===== config.mk =====
export PLATFORM = sky130hd
export DESIGN_NAME = rst_seq_ctrl
export DESIGN_NICKNAME = d
export VERILOG_FILES = /design/src/rtl/rst_seq_pkg.sv /design/src/rtl/tb_dwn_cnt.sv /design/src/rtl/rst_seq_ctrl.sv
export SDC_FILE = /design/constraint.sdc
export NUM_CORES = 1
export LEC_CHECK = 0
export BUFFER_PORTS_ARGS = -buffer_cell sky130_fd_sc_hd__buf_2
export CAP_MARGIN = 25
export CORE_UTILIZATION = 30
export CTS_CLUSTER_DIAMETER = 30
export CTS_CLUSTER_SIZE = 30
export DETAILED_ROUTE_END_ITERATION = 12
export PLACE_DENSITY = 0.58
export SETUP_SLACK_MARGIN = 0.2
export SLEW_MARGIN = 30
export SYNTH_ARGS = -nofsm -noshare
export SYNTH_HDL_FRONTEND = slang
export SYNTH_SLANG_ARGS = --single-unit

===== constraint.sdc =====
create_clock -name clk_tb -period 4.95 [get_ports clk_tb]
set_clock_uncertainty 0.05 [all_clocks]
set_input_delay 0 -clock clk_tb [delete_from_list [all_inputs] [get_ports clk_tb]]
set_output_delay 0 -clock clk_tb [all_outputs]
set_load 0.05 [all_outputs]

===== src/rtl/rst_seq_pkg.sv =====
// rst_seq_pkg: shared state type, default widths and the zero-to-one clamp for the reset sequencer
package rst_seq_pkg;
  typedef enum logic [1:0] {IDLE, ASSERT, RELEASE, DONE} t_rst_seq_state;
  localparam int NB_RST_DEF = 4;
  localparam int CNT_W_DEF = 16;
  function automatic int unsigned f_min1(input int unsigned cnt);
    return (cnt == 0) ? 1 : cnt;
  endfunction
endpackage


===== src/rtl/tb_dwn_cnt.sv =====
// tb_dwn_cnt: loadable down counter that stops at zero
// ports: clk, rst (sync, active high), load/load_val (load wins over en), en (decrement),
//        last (count currently equals 1, i.e. the interval expires at this edge)
module tb_dwn_cnt #(
  parameter int G_CNT_W = 16
) (
  input  logic               clk,
  input  logic               rst,
  input  logic               load,
  input  logic [G_CNT_W-1:0] load_val,
  input  logic               en,
  output logic               last
);
  logic [G_CNT_W-1:0] cnt;
  always_ff @(posedge clk)
    if (rst) cnt <= '0;
    else if (load) cnt <= load_val;
    else if (en && cnt != '0) cnt <= cnt - 1'b1;
  assign last = cnt == G_CNT_W'(1);
endmodule


===== src/rtl/rst_seq_ctrl.sv =====
// rst_seq_ctrl: holds all DUT resets low for a programmable width, then releases them in index order with a stagger
// ports: clk_tb, rst (sync, active high), start_i (accepted only in IDLE), assert_cyc_i (low width, 0 acts as 1),
//        stagger_cyc_i (spacing between releases, 0 releases all at once), busy_o, done_o (one-cycle pulse),
//        rst_n_o (active-low resets, all registered)
module rst_seq_ctrl
  import rst_seq_pkg::*;
#(
  parameter int G_NB_RST = NB_RST_DEF,
  parameter int G_CNT_W  = CNT_W_DEF
) (
  input  logic                clk_tb,
  input  logic                rst,
  input  logic                start_i,
  input  logic [G_CNT_W-1:0]  assert_cyc_i,
  input  logic [G_CNT_W-1:0]  stagger_cyc_i,
  output logic                busy_o,
  output logic                done_o,
  output logic [G_NB_RST-1:0] rst_n_o
);
  localparam int IDX_W = $clog2(G_NB_RST) + 1;
  localparam logic [IDX_W-1:0] IDX_MAX = IDX_W'(G_NB_RST);
  t_rst_seq_state state, state_nx;
  logic [G_CNT_W-1:0] s_q, s_nx, a_val;
  logic [IDX_W-1:0] idx, idx_nx;
  logic [G_NB_RST-1:0] rst_n_nx;
  logic busy_nx, done_nx, all_at_once;
  logic a_ld, a_en, a_last, s_ld, s_en, s_last;
  assign a_val = G_CNT_W'(f_min1(32'(assert_cyc_i)));
  // a zero stagger, or a single line, finishes every release on the first one
  assign all_at_once = (s_q == '0) || (G_NB_RST == 1);
  tb_dwn_cnt #(.G_CNT_W(G_CNT_W)) u_assert_cnt (
    .clk(clk_tb), .rst(rst), .load(a_ld), .load_val(a_val), .en(a_en), .last(a_last)
  );
  tb_dwn_cnt #(.G_CNT_W(G_CNT_W)) u_stagger_cnt (
    .clk(clk_tb), .rst(rst), .load(s_ld), .load_val(s_q), .en(s_en), .last(s_last)
  );
  always_ff @(posedge clk_tb)
    if (rst) begin
      state   <= IDLE;
      s_q     <= '0;
      idx     <= '0;
      rst_n_o <= '0;
      busy_o  <= 1'b0;
      done_o  <= 1'b0;
    end else begin
      state   <= state_nx;
      s_q     <= s_nx;
      idx     <= idx_nx;
      rst_n_o <= rst_n_nx;
      busy_o  <= busy_nx;
      done_o  <= done_nx;
    end
  always_comb begin
    state_nx = state;
    s_nx     = s_q;
    idx_nx   = idx;
    rst_n_nx = rst_n_o;
    busy_nx  = busy_o;
    done_nx  = 1'b0;
    a_ld     = 1'b0;
    a_en     = 1'b0;
    s_ld     = 1'b0;
    s_en     = 1'b0;
    case (state)
      IDLE:
        if (start_i) begin
          state_nx = ASSERT;
          s_nx     = stagger_cyc_i;
          idx_nx   = '0;
          rst_n_nx = '0;
          busy_nx  = 1'b1;
          a_ld     = 1'b1;
        end
      ASSERT: begin
        a_en = 1'b1;
        if (a_last) begin
          state_nx = RELEASE;
          rst_n_nx = all_at_once ? '1 : (rst_n_o | G_NB_RST'(1));
          idx_nx   = all_at_once ? IDX_MAX : IDX_W'(1);
          s_ld     = !all_at_once;
        end
      end
      // idx saturated means the last line went high at the previous edge
      RELEASE:
        if (idx == IDX_MAX) begin
          state_nx = DONE;
          busy_nx  = 1'b0;
          done_nx  = 1'b1;
        end else begin
          s_en = 1'b1;
          if (s_last) begin
            rst_n_nx = rst_n_o | (G_NB_RST'(1) << idx);
            idx_nx   = idx + 1'b1;
            s_ld     = 1'b1;
          end
        end
      DONE:    state_nx = IDLE;
      default: state_nx = IDLE;
    endcase
  end
endmodule

Word level (Yosys, flattened, before mapping)
Index checks and enable logic that the tools add are counted.
Word-level totals
  bits in registers: 59
  latch bits: 0
  bits in writable memories: 0
  memory bits (read-only): 0
  input bits: 35
  output and inout bits: 6
  word-level logic and storage cells: 79
  memories: 0
Operators by class
  $add $sub $neg: 3
  multiply operators: 0
  div/mod/pow operators: 0
  order comparisons: 0
  eq/ne operators: 12
  shift-type cells: 1
  muxes and demuxes: 34
  bitwise logic cells: 2
  reduce and logical (&&, ||, !) cells: 18
Operators by type and width (number)
  $mux 16: 5
  $eq 16x1->1 const B: 2
  $logic_not 16->1: 2
  $reduce_bool 16->1: 2
  $sub 16x1->16 const B: 2
  $mux 4: 5
  $mux 3: 5
  $ne 2x2->1 const B: 6
  $pmux 4 s3: 1
  $mux 1: 11
  $pmux 3 s3: 1
  $pmux 2 s4: 1
  $mux 2: 3
  $reduce_and 3->1: 2
  $reduce_and 6->1: 1
  $reduce_bool 2->1: 3
  $reduce_and 5->1: 1
  $eq 2x2->1 const B: 2
  $or 4x4->4: 1
  $pmux 1 s2: 2
  $shl 1x3->4 const A: 1
  $add 3x1->3 const B: 1
  $eq 3x3->1 const B: 1
  $reduce_bool 3->1: 1
  other kinds (7): 8

Depth between registers and ports, before layout
  depth in word-level cells: 6
  gate-level depth with buffers: 8
  mapped depth without buffers: 7

By module
From an unflattened synthesis, not the netlist that was laid out.
Unflattened totals
  cells, all modules: 423
  area total of the unflattened synthesis: 3415.8 um^2
By module, submodules not included
  tb_dwn_cnt: instances 2, cells each 124, area an instance 1019.7 um^2, seq. area each 320.3 um^2
  rst_seq_ctrl: instances 1, cells each 175, area an instance 1376.3 um^2, seq. area each 540.5 um^2

Least setup slack after synthesis
OpenSTA, ideal clock, no wires.
  path type: register to register
  from: register u_assert_cnt.cnt[2]
  to: register rst_n_o[1]
  library setup time: 0.130 ns
  arrival: 1.800 ns
  data required time: 4.770 ns
  path slack: 2.970 ns
  cell stages (with the launch flop): 6
  buffers on the path: 0
  clock period less this slack: 1.980 ns
  cell sequence: dfxtp_1 > nor4_4 > nand4_4 > a211o_1 > o311ai_1 > o31ai_1
On the way
  cells in the longest elaborated chain, start to end: 3
RTL lines
  start: declaration: RTL line tb_dwn_cnt.sv:14  | logic [G_CNT_W-1:0] cnt;
  start signal: assignment: RTL line tb_dwn_cnt.sv:17  | else if (load) cnt <= load_val;
  start signal: assignment: RTL line tb_dwn_cnt.sv:18  | else if (en && cnt != '0) cnt <= cnt - 1'b1;
  $eq 16x1->1: RTL line tb_dwn_cnt.sv:19  | assign last = cnt == G_CNT_W'(1);
  $ne 2x2->1 (no source line)
  $reduce_and 6->1 (no source line)
  end signal: assignment: RTL line rst_seq_ctrl.sv:49  | rst_n_o <= rst_n_nx;
  end: declaration: RTL line rst_seq_ctrl.sv:18  | output logic [G_NB_RST-1:0] rst_n_o
Every way passes these cells.
A chain may end at the register's enable or synchronous reset.

Final worst setup path
  from: register state[1]
  to: register u_stagger_cnt.cnt[2]
On the way
  cells in the longest elaborated chain, start to end: 4
  elaborated cells between the ends (all ways): 7
  classes of those cells: eq/ne: 2; mux: 3; reduce/logical: 2
RTL lines
  start: declaration: RTL line rst_seq_ctrl.sv:22  | t_rst_seq_state state, state_nx;
  start signal: assignment: RTL line rst_seq_ctrl.sv:46  | state <= state_nx;
  $eq 2x2->1: RTL line rst_seq_ctrl.sv:64  | case (state)
  $mux 1: RTL line rst_seq_ctrl.sv:64
  $logic_and 1x1->1: RTL line tb_dwn_cnt.sv:18
  $reduce_bool 2->1 (no source line)
  end signal: assignment: RTL line tb_dwn_cnt.sv:17
  end signal: assignment: RTL line tb_dwn_cnt.sv:18
  end: declaration: RTL line tb_dwn_cnt.sv:14
Several ways; a longest one is shown, not always the timed one.

==> out/summary.txt <==
GPL Wtd Cong: 0.899
Final period utilization: 54.2%
Detail-routed via count per cell: 5.26
Buffers on Ports: 40
First-pass GRT wire length: 15.2 mm
CP cell instances: inv_1, ha_1, inv_1, a41o_1, o22ai_4, nand2_2, a221oi_1
Hold slack: 19.5 ps
Hold crit path type: in -> reg
CP Capture Type: flop
Worst Reg2Reg Path Length in Cells: 7
Reg2reg end: u_stagger_cnt.cnt[2]$_SDFFE_PP0P_
PwrDens: 631 nW/um2
Row count: 38
Filler cells: 1117
DPL Wire Length: 6.18 mm
Routed WL: 8.90 mm
Boundary Pins: 41
Reg2reg start: state[1]$_SDFFE_PP0P_
Fmax: 373 MHz
#FFs+latches synth: 59
R2R Setup Slk: 2270 ps
CP max FO: 18
Register Area: 1180 um2
Setup crit start: state[1]$_SDFFE_PP0P_
CP startpoint kind: flop
Psw: 0.00121 W
Worst stage delay on the critical path: 480 ps
Sw frac: 44.6%
Total Die Area: 11900 um2
Logic pwr share: 51.0%
CORE AREA: 11000 um2
Number of CTS-inserted buffers: 9
Tightest Pin Transition: 728 ps
Status: complete, no violations
Number of max-cap violations: 0
Routed via count: 3169
Setup TNS: 0 ps
WL per Instance: 14.8 um
WS Path Type: reg -> reg
Relative slew slack: 51.5%
Clock transition at path regs: 50 ps
Post-synth EDFFs: 0
Pre-CTS setup slack: 2310 ps
Crit path to: u_stagger_cnt.cnt[2]$_SDFFE_PP0P_
Clock Path Buffers: 2
Largest net degree at the start of global routing: 58
Syn_area_per_cell: 8.55 um2
CP max-delay cell: ha_1
Initial Util: 31.2%
Area occupied by multi-input gates: 2100 um2
Cell area after synthesis: 3430 um2
CTS tree: done
Synth Net Count: 450
Iter 0 DRT Violations: 140
Total track usage: 16.5%
Most frequent CP cell: inv_1
Nets: 508
Post-route ant nets: 0
Clk sink count: 59
Die height: 109 um
Final Max Tran Viols: 0
P_leak: 1.55 nW
Clk_lat worst skew: 330 ps
Syn-to-layout area delta: 25.1%
Syn Inst Count: 401
H-tree lvl count: 3
Final setup margin: 2270 ps
RSZ-0062 raised after global routing: no
Share of layout cells above drive strength 1: 16.6%
Fin crit period: 2680 ps
Final setup fails: 0
Sequential Power Share: 27.5%
Ys flop type: dfxtp_1
Final Hold Violating Endpoints: 0
Sequential fraction of the synthesis area: 34.5%
Diode count: 0
Post-synth ARST share: 0%
Initial antenna violation count: 0
Worst EP arrival: 2860 ps
Grt total ovfl: 0
Required time of the critical path: 5130 ps
1st-pass router iterations: 4
Yosys warns: 0
Vias in the first global route: 3175
DRC viols: 0
Internal: 0.00150 W
Post-CTS sizing: 0
Root Buffer: clkbuf_16
Die W: 109 um
Post-synth cell types: 63
Worst vdd ir: 0.259 mV
Clock share of power: 21.5%
[state kept, by name (all words and copies together), names as in the netlist]
name / cells
busy_o: 1
done_o: 1
idx: 3
rst_n_o: 4
s_q: 16
state: 2
u_assert_cnt.cnt: 16
u_stagger_cnt.cnt: 16
[metrics by stage]
stage | cell area [um2] | std cells | power [W] | util [%]
floorplan | 3430 | 401 | 0.00185 | -
global placement | 3720 | 559 | 0.00209 | 33.8
detailed placement | 3720 | 559 | 0.00211 | 33.9
CTS | 4290 | 603 | 0.00272 | 39.1
global route | 4290 | 603 | 0.00292 | 39.1
finish | 4290 | 603 | 0.00271 | 39.1
[cell families after synthesis]
logic type,synth area share [%]
DFF,34.5
muxes,1.46
AOI/OAI and AO/OA,25.1
and+or+nand+nor,24.3
adders and majority gates,5.11
buffers and inverters,4.42
xor gates and xnor gates,5.11
[repair_timing]
item / CTS / global route
hold endpoints to repair: 29 / 0
hold buffers: 29 / 0
buffers inserted: 0 / 0
[per-layer routing]
layer  share of wire (%)  routed length (um)  GRT usage (%)  vias up
met1                  47                4170           21.3     1475
met5                   0                   0              0        -
met4                 2.2                 197           8.59        0
met3                 3.9                 344           2.27       16
li1                    -                   -              -     1614
met2                  47                4180           26.8       64
[final cells by class]
type	count	area share [%]
timing repair buffer	70	11.7
clock buffer	13	6.30
inverter	15	1.31
clock inverter	2	0.233
sequential	59	27.5
tap	140	4.08
multi-input combinational	304	48.9
[synthesized netlist by cell type, types with 9 or more instances]
cell | n | area share (%)
a211oi_1 | 17 | 3.7
a21oi_1 | 33 | 4.8
a221oi_1 | 12 | 3.1
clkbuf_1 | 15 | 1.6
dfxtp_1 | 59 | 34
ha_1 | 14 | 5.1
inv_1 | 14 | 1.5
nand2_1 | 46 | 5.0
nand4_1 | 13 | 2.4
nor2_1 | 22 | 2.4
nor2b_1 | 11 | 2.0
nor3_1 | 9 | 1.3
nor4_1 | 14 | 2.6
xnor2_1 | 19 | 4.9
[worst min-delay path by stage]
| stage | endpoint | depth (start not counted) | start |
|---|---|---|---|
| 2_1_floorplan | s_q[0]$_SDFFE_PP0P_ | 2 | stagger_cyc_i[0] |
| 3_3_place_gp | s_q[5]$_SDFFE_PP0P_ | 3 | stagger_cyc_i[5] |
| 3_5_place_dp | s_q[5]$_SDFFE_PP0P_ | 3 | stagger_cyc_i[5] |
| 4_1_cts | u_assert_cnt.cnt[5]$_SDFFE_PP0P_ | 4 | assert_cyc_i[5] |
| 5_1_grt | u_assert_cnt.cnt[6]$_SDFFE_PP0P_ | 4 | assert_cyc_i[6] |
| 6_report | u_assert_cnt.cnt[5]$_SDFFE_PP0P_ | 4 | assert_cyc_i[5] |
[cell usage in the layout, fill, tap and decap left out, drive strengths merged, types with 12 or more instances in the layout]
cell and n:
nor4 18, a221oi 13, clkbuf 13, inv 14, xnor2 19, nor2 22, o21ai 12, a211oi 20
dlygate4sd3 29, dfxtp 59, nand2 49, a21oi 35, buf 41, nand4 14, ha 14
[power by group through the flow]
| stage | combinational [W] | clock [W] | sequential (W) |
|---|---|---|---|
| after floorplan | 0.00110 | 0 | 0.000750 |
| after global placement | 0.00135 | 0 | 0.000748 |
| after detailed placement | 0.00136 | 0 | 0.000754 |
| after CTS | 0.00138 | 0.000594 | 0.000745 |
| after global routing | 0.00154 | 0.000611 | 0.000768 |
| final | 0.00138 | 0.000582 | 0.000746 |
[critical path, delay by kind of cell (launching register included)]
| family | cells | cell delay (ps) |
|---|---|---|
| DFF | 1 | 330 |
| adders and majority gates | 1 | 480 |
| and+or+nand+nor | 1 | 270 |
| AOI/OAI and AO/OA | 3 | 1100 |
| buffers and inverters | 2 | 330 |
Note: power is estimated with default switching activity, not from simulation.
